### config.mk
export PLATFORM = sky130hd
export DESIGN_NAME = i2c_bus_monitor
export DESIGN_NICKNAME = d
export VERILOG_FILES = /design/src/rtl/i2c_mon_pkg.sv /design/src/rtl/i2c_line_filter.sv /design/src/rtl/i2c_bus_monitor.sv
export SDC_FILE = /design/constraint.sdc
export NUM_CORES = 1
export LEC_CHECK = 0
export CORE_ASPECT_RATIO = 0.8
export CORE_UTILIZATION = 35
export CTS_CLUSTER_SIZE = 16
export DETAILED_ROUTE_END_ITERATION = 10
export SLEW_MARGIN = 0
export SYNTH_ARGS = -nofsm -noshare
export SYNTH_HDL_FRONTEND = slang
export SYNTH_SLANG_ARGS = --single-unit
### constraint.sdc
create_clock -name clk -period 2.4 [get_ports clk]
set_input_delay 0.36 -clock clk [delete_from_list [all_inputs] [get_ports clk]]
set_output_delay 0.36 -clock clk [all_outputs]
set_load 0.02 [all_outputs]
### src/rtl/i2c_mon_pkg.sv
`default_nettype none
// ============================================================================
// Module      : i2c_mon_pkg
// Description : Shared types, constants and helpers for the passive I2C bus
//               monitor (FSM states, byte record, 10-bit address prefix).
// Revision    : 1.0 - initial release
// ============================================================================
package i2c_mon_pkg;

  // Bus-phase FSM: waiting for START, collecting data bits, waiting for ACK
  typedef enum logic [1:0] {
    IDLE = 2'd0,
    BITS = 2'd1,
    ACK  = 2'd2
  } mon_state_t;

  localparam logic [4:0] TEN_BIT_PREFIX = 5'b11110;
  localparam int         I2C_BYTE_BITS  = 8;

  // The record index is wide enough for any practical IDX_W; the top clamps
  // it onto its own port width.
  localparam int IDX_REC_W = 16;

  typedef struct packed {
    logic [I2C_BYTE_BITS-1:0] data;
    logic                     ack;
    logic                     is_addr;
    logic [IDX_REC_W-1:0]     idx;
  } byte_rec_t;

  // First address byte of a 10-bit write: 11110xx0
  function automatic logic is_ten_bit_first(input logic [I2C_BYTE_BITS-1:0] b);
    return (b[7:3] == TEN_BIT_PREFIX) && !b[0];
  endfunction

endpackage
`default_nettype wire

### src/rtl/i2c_line_filter.sv
`default_nettype none
// ============================================================================
// Module      : i2c_line_filter
// Description : Synchroniser plus run-length deglitch for one open-drain line.
//               The filtered level flips only after FILTER_LEN consecutive
//               synchronised samples disagree with it.
// Revision    : 1.0 - initial release
// ============================================================================
module i2c_line_filter #(
  parameter int SYNC_STAGES = 2,
  parameter int FILTER_LEN  = 3
) (
  input  logic clk,
  input  logic rst_n,
  input  logic raw,
  output logic level
);

  localparam int CNT_W = (FILTER_LEN > 1) ? $clog2(FILTER_LEN) : 1;
  localparam logic [CNT_W-1:0] RUN_LAST = CNT_W'(FILTER_LEN - 1);

  logic [SYNC_STAGES-1:0] sync;
  logic [CNT_W-1:0]       run_cnt;
  logic                   synced;

  assign synced = sync[SYNC_STAGES-1];

  // Shift the raw line through the synchroniser chain (idle bus level is 1).
  always_ff @(posedge clk or negedge rst_n) begin
    if (!rst_n) begin
      sync <= '1;
    end else begin
      sync <= {sync[SYNC_STAGES-2:0], raw};
    end
  end

  // Count consecutive disagreeing samples; adopt the new level on the last one.
  always_ff @(posedge clk or negedge rst_n) begin
    if (!rst_n) begin
      level   <= 1'b1;
      run_cnt <= '0;
    end else if (synced == level) begin
      run_cnt <= '0;
    end else if (run_cnt == RUN_LAST) begin
      level   <= synced;
      run_cnt <= '0;
    end else begin
      run_cnt <= run_cnt + CNT_W'(1);
    end
  end

endmodule
`default_nettype wire

### src/rtl/i2c_bus_monitor.sv
`default_nettype none
// ============================================================================
// Module      : i2c_bus_monitor
// Description : Passive I2C bus monitor. Filters SCL/SDA, detects START,
//               repeated START and STOP, decodes bytes with ACK/NACK and
//               flags misplaced START/STOP and SCL-low timeouts.
// Revision    : 1.0 - initial release
// ============================================================================
module i2c_bus_monitor
  import i2c_mon_pkg::*;
#(
  parameter int SYNC_STAGES = 2,
  parameter int FILTER_LEN  = 3,
  parameter int TIMEOUT_CYC = 4096,
  parameter int TEN_BIT_EN  = 1,
  parameter int IDX_W       = 8
) (
  input  logic             clk,
  input  logic             rst_n,
  input  logic             scl_i,
  input  logic             sda_i,
  input  logic             enable,
  output logic             scl_f_o,
  output logic             sda_f_o,
  output logic             bus_busy_o,
  output logic             start_o,
  output logic             rstart_o,
  output logic             stop_o,
  output logic             byte_valid_o,
  output logic [7:0]       byte_data_o,
  output logic             byte_ack_o,
  output logic             byte_is_addr_o,
  output logic [IDX_W-1:0] byte_idx_o,
  output logic             err_misplaced_o,
  output logic             err_timeout_o
);

  localparam int              TO_W       = $clog2(TIMEOUT_CYC + 2);
  localparam logic [TO_W-1:0] TO_LIMIT   = TO_W'(TIMEOUT_CYC);
  localparam logic [TO_W-1:0] TO_SAT     = TO_W'(TIMEOUT_CYC + 1);
  localparam logic [3:0]      LAST_BIT   = 4'(I2C_BYTE_BITS - 1);
  localparam logic            TEN_BIT_ON = (TEN_BIT_EN != 0);

  logic scl_f, sda_f, scl_prev, sda_prev;
  logic scl_rise, scl_fall, start_cond, stop_cond, timeout_hit, partial;
  logic go_start, go_rstart, go_stop, go_misplaced, go_shift, go_byte, go_timeout;

  mon_state_t              state, state_n;
  logic [3:0]              bitcnt;
  logic                    high_counted;
  logic [I2C_BYTE_BITS-1:0] shreg;
  logic [IDX_W-1:0]        idx;
  logic                    cur_addr;
  logic [TO_W-1:0]         tcnt;
  byte_rec_t               rec;

  i2c_line_filter #(.SYNC_STAGES(SYNC_STAGES), .FILTER_LEN(FILTER_LEN)) u_scl_filter (
    .clk  (clk),
    .rst_n(rst_n),
    .raw  (scl_i),
    .level(scl_f)
  );

  i2c_line_filter #(.SYNC_STAGES(SYNC_STAGES), .FILTER_LEN(FILTER_LEN)) u_sda_filter (
    .clk  (clk),
    .rst_n(rst_n),
    .raw  (sda_i),
    .level(sda_f)
  );

  assign scl_f_o    = scl_f;
  assign sda_f_o    = sda_f;
  assign scl_rise   = scl_f & ~scl_prev;
  assign scl_fall   = ~scl_f & scl_prev;
  // SDA edge with SCL steady high; a simultaneous SCL change is data-phase.
  assign start_cond = scl_prev & scl_f & sda_prev & ~sda_f;
  assign stop_cond  = scl_prev & scl_f & ~sda_prev & sda_f;
  assign timeout_hit = bus_busy_o & ~scl_f & (tcnt == TO_LIMIT);
  // A START/STOP happens inside the high phase of a clock the master just
  // raised; that rise is not a data bit, so discount it when judging placement.
  assign partial    = (bitcnt != {3'b000, high_counted});

  assign byte_data_o    = rec.data;
  assign byte_ack_o     = rec.ack;
  assign byte_is_addr_o = rec.is_addr;
  // Clamp the wide record index onto the port width.
  assign byte_idx_o     = (|(rec.idx >> IDX_W)) ? '1 : rec.idx[IDX_W-1:0];

  // FSM state register.
  always_ff @(posedge clk or negedge rst_n) begin
    if (!rst_n) begin
      state <= IDLE;
    end else begin
      state <= state_n;
    end
  end

  // Next-state and event decode; disable forces IDLE and silences all events.
  always_comb begin
    state_n      = state;
    go_start     = 1'b0;
    go_rstart    = 1'b0;
    go_stop      = 1'b0;
    go_misplaced = 1'b0;
    go_shift     = 1'b0;
    go_byte      = 1'b0;
    go_timeout   = 1'b0;
    if (!enable) begin
      state_n = IDLE;
    end else begin
      case (state)
        IDLE: begin
          if (start_cond) begin
            go_start = 1'b1;
            state_n  = BITS;
          end else if (stop_cond) begin
            go_stop = 1'b1;
          end
        end
        BITS, ACK: begin
          if (timeout_hit) begin
            go_timeout = 1'b1;
            state_n    = IDLE;
          end else if (start_cond) begin
            go_rstart    = 1'b1;
            go_misplaced = partial;
            state_n      = BITS;
          end else if (stop_cond) begin
            go_stop      = 1'b1;
            go_misplaced = partial;
            state_n      = IDLE;
          end else if (scl_rise) begin
            if (state == BITS) begin
              go_shift = 1'b1;
              if (bitcnt == LAST_BIT) state_n = ACK;
            end else begin
              go_byte = 1'b1;
              state_n = BITS;
            end
          end
        end
        default: state_n = IDLE;
      endcase
    end
  end

  // Edge history, event pulses, timeout counter and byte assembly datapath.
  always_ff @(posedge clk or negedge rst_n) begin
    if (!rst_n) begin
      scl_prev        <= 1'b1;
      sda_prev        <= 1'b1;
      bus_busy_o      <= 1'b0;
      start_o         <= 1'b0;
      rstart_o        <= 1'b0;
      stop_o          <= 1'b0;
      byte_valid_o    <= 1'b0;
      err_misplaced_o <= 1'b0;
      err_timeout_o   <= 1'b0;
      tcnt            <= '0;
      bitcnt          <= '0;
      high_counted    <= 1'b0;
      shreg           <= '0;
      idx             <= '0;
      cur_addr        <= 1'b0;
      rec             <= '0;
    end else begin
      scl_prev        <= scl_f;
      sda_prev        <= sda_f;
      bus_busy_o      <= (state_n != IDLE);
      start_o         <= go_start;
      rstart_o        <= go_rstart;
      stop_o          <= go_stop;
      byte_valid_o    <= go_byte;
      err_misplaced_o <= go_misplaced;
      err_timeout_o   <= go_timeout;

      if (!bus_busy_o || scl_f) begin
        tcnt <= '0;
      end else if (tcnt != TO_SAT) begin
        tcnt <= tcnt + TO_W'(1);
      end

      if (go_start || go_rstart) begin
        bitcnt       <= '0;
        high_counted <= 1'b0;
        idx          <= '0;
        cur_addr     <= 1'b1;
      end else if (state_n == IDLE) begin
        bitcnt       <= '0;
        high_counted <= 1'b0;
      end else if (go_shift) begin
        shreg        <= {shreg[I2C_BYTE_BITS-2:0], sda_f};
        bitcnt       <= bitcnt + 4'd1;
        high_counted <= 1'b1;
      end else if (go_byte) begin
        rec.data    <= shreg;
        rec.ack     <= ~sda_f;
        rec.is_addr <= cur_addr;
        rec.idx     <= IDX_REC_W'(idx);
        if (idx != '1) idx <= idx + IDX_W'(1);
        // Only the first byte of a 10-bit write promotes its successor.
        cur_addr     <= TEN_BIT_ON && (idx == '0) && is_ten_bit_first(shreg);
        bitcnt       <= '0;
        high_counted <= 1'b0;
      end else if (scl_fall) begin
        high_counted <= 1'b0;
      end
    end
  end

endmodule
`default_nettype wire

==> results.toml <==
[status]
status = "finished clean"

[setup_path]
worst-r2r-cell-count = 8
crit_required_ns = 2.62
worstSetupPathType = "reg2reg"
cp-start-kind = "flop"
critPathLaunch = "state[0]$_DFF_PN0_"
reg2reg_slack_ns = 0.14
crit_path_end_kind = "flop"
cp_max_fo = 7
timing.rr.end = "idx[6]$_DFFE_PN0P_"
r2r_start = "state[0]$_DFF_PN0_"
cp.arrival_ns = 2.49

[final_layout]
fin_nets = 364
layout_commonest_cell = "dfrtp_1"
nFillCells = 920
stdcell_count = 491
multi_input_area_um2 = 1520
n_antenna_cell = 0
seqCellArea_um2 = 1860
layout_common_cells = "66 x dfrtp_1, 31 x nor2_1, 30 x clkdlybuf4s50_1"
area_delta_synth_final_pct = 23.3
drive_gt1_share_pct = 19.7

[yosys]
yosys_warnings = 0
syn_area_um2 = 3470
postSynthCellCount = 307
yosysTopAreaCell = "dfrtp_1"
ys_types = 58
syn-num-nets = 321
yosysSeqAreaShare_pct = 53.6
synth-seq-cells = 74
synth-main-ff-cell = "dfrtp_1"
avgSynthCellArea_um2 = 11.3
synth-edff-count = 0
synthTopCellsByArea = "dfrtp_1 48%, dfstp_2 6.1%, mux2_2 5.2%"
postSynth.asyncResetShare_pct = 100
netlist.area_leader.share_pct = 47.6

[die]
rows = 32
coreArea_um2 = 9650
dieArea_um2 = 10300
die_h_um = 91.1
start_util_pct = 36.0
dieWidth_um = 113
io_pins = 32

[clock_network]
path_clk_slew_ns = 0.06
cts.sinks = 74
clk_latency_ns = 0.34
htreeDepth = 3
root_buffer = "clkbuf_16"
cts_tree = "done"
postCtsSetupBuffers = 0
cts_hold_buf = 0
numCtsBuffers = 9
clk_path_buf_depth = 2

[sta]
slew_headroom_pct = 70.5
hold_violations = 0
tns_ns = 0
timing.hold.ws_ns = 0.0506
tightest_slew_ns = 0.439
max_freq_ghz = 0.442
setup_violations = 0
fin_crit_sh_pct = 94.2
drv_slew = 0
min_period_ns = 2.26
finClkSkew_ns = 0.00905
rsz0062_at_grt = "no"

[global_route]
grt_pass1_vias = 2381
antenna_found_initial = 0
grt_first_pass_wirelength_um = 11700
overflow = 0
grt_max_degree = 75
grt_usage_pct = 14.4

[detailed_routing]
drc = 0
drtAntennaViolNets = 0
dr.pass1.iters = 4
drt_iter0_markers = 67
wl_um = 6620
dr_total_vias = 2381
viasPerCell = 4.85
wire_per_inst_um = 13.5

[placed_design]
dp_cells = 475
dp_hpwl_um = 4490
io_buffers = 31
gp_congestion = 0.843

[job]
drv_cap = 0

[pwr]
p_leak_nw = 1.84
p_per_area_nw_per_um2 = 763
vdd_ir_drop_max_v = 0.000329

[min_path]
hp-class = "in2async"
-- synthesized netlist by cell type, drive strengths merged, types with 2 or more instances --
cell,instances
dfrtp,66
nor2,32
nand2,25
mux2,24
inv,12
nor3,12
a21oi,11
nand4,10
ha,9
dfstp,8
o21ai,8
xnor2,8
xor2,8
nand3,7
buf,6
nand2b,5
nor4,5
and2,4
nor2b,4
a22oi,3
clkbuf,3
nand4b,3
or4,3
a31o,2
a31oi,2
and4b,2
nor3b,2
o211ai,2
or3,2
-- timing repair --
item | in CTS | in global routing
gates resized for setup | 0 | 1
hold endpoints to repair | 0 | 0
setup endpoints to repair | 0 | 15
-- sequential cells by signal, summed over array words and instances (netlist names), 2 cells and up --
register and cells:
u_sda_filter.sync 2, tcnt 13, idx 8, rec 8
shreg 8, byte_data_o 8, bitcnt 4, u_scl_filter.run_cnt 2
state 2, u_sda_filter.run_cnt 2, u_scl_filter.sync 2
-- routing by layer --
metal	global-route usage, %	wire [um]	vias to the layer above	part of all wire [%]
met5	0	0	-	0
met4	4.28	53	0	0.80
met3	4.67	240	4	3.6
met2	20.5	2860	30	43
met1	20.7	3470	1170	52
li1	-	-	1177	-
-- critical path, cell delays in order (launching register included) --
cell,delay (ns)
dfrtp_1,0.43
inv_1,0.10
ha_1,0.40
and4b_1,0.26
nand2b_1,0.14
inv_1,0.12
nand2_2,0.07
or4_1,0.51
o211a_1,0.12
-- final cells by class --
cell class / count / area share (%)
clock buffers: 9 / 5.26
clock inverters: 7 / 1.55
inverters: 12 / 1.05
multi-input cells: 212 / 35.4
flip-flops and latches: 74 / 43.5
well taps: 136 / 3.98
repair buffers: 41 / 9.27
-- metrics by stage --
step / utilization (%) / total power [mW] / area, um2 / worst slack (ns)
after floorplan: - / 1.81 / 3470 / 0.227
after global placement: 41.3 / 1.97 / 3990 / 0.143
after detailed placement: 41.3 / 1.98 / 3990 / 0.0771
after CTS: 44.3 / 3.31 / 4280 / 0.147
after global routing: 44.4 / 3.43 / 4280 / 0.0111
final: 44.4 / 3.26 / 4280 / 0.140
-- cells by family (layout without fill, tap and decap cells) --
logic type	after synthesis	in the layout	share of synthesized area [%]
and+or+nand+nor	124	124	20.0
DFF	74	74	53.6
AOI/OAI and AO/OA	38	38	7.42
muxes	25	25	8.94
buffers and inverters	21	69	2.74
xor gates and xnor gates	16	16	4.04
adders and majority gates	9	9	3.24
-- worst max path at each step --
stage,cells after the start,endpoint
after floorplan,6,shreg[0]$_DFFE_PN0P_
after global placement,6,shreg[2]$_DFFE_PN0P_
after detailed placement,6,shreg[1]$_DFFE_PN0P_
after CTS,6,shreg[6]$_DFFE_PN0P_
after global routing,8,idx[6]$_DFFE_PN0P_
final,8,idx[6]$_DFFE_PN0P_
-- power breakdown --
group	internal (mW)	total [mW]	switching, mW
logic	0.214	0.479	0.265
clock network	0.729	1.30	0.571
registers	1.37	1.48	0.117
Power figures use the tool's default switching activity.
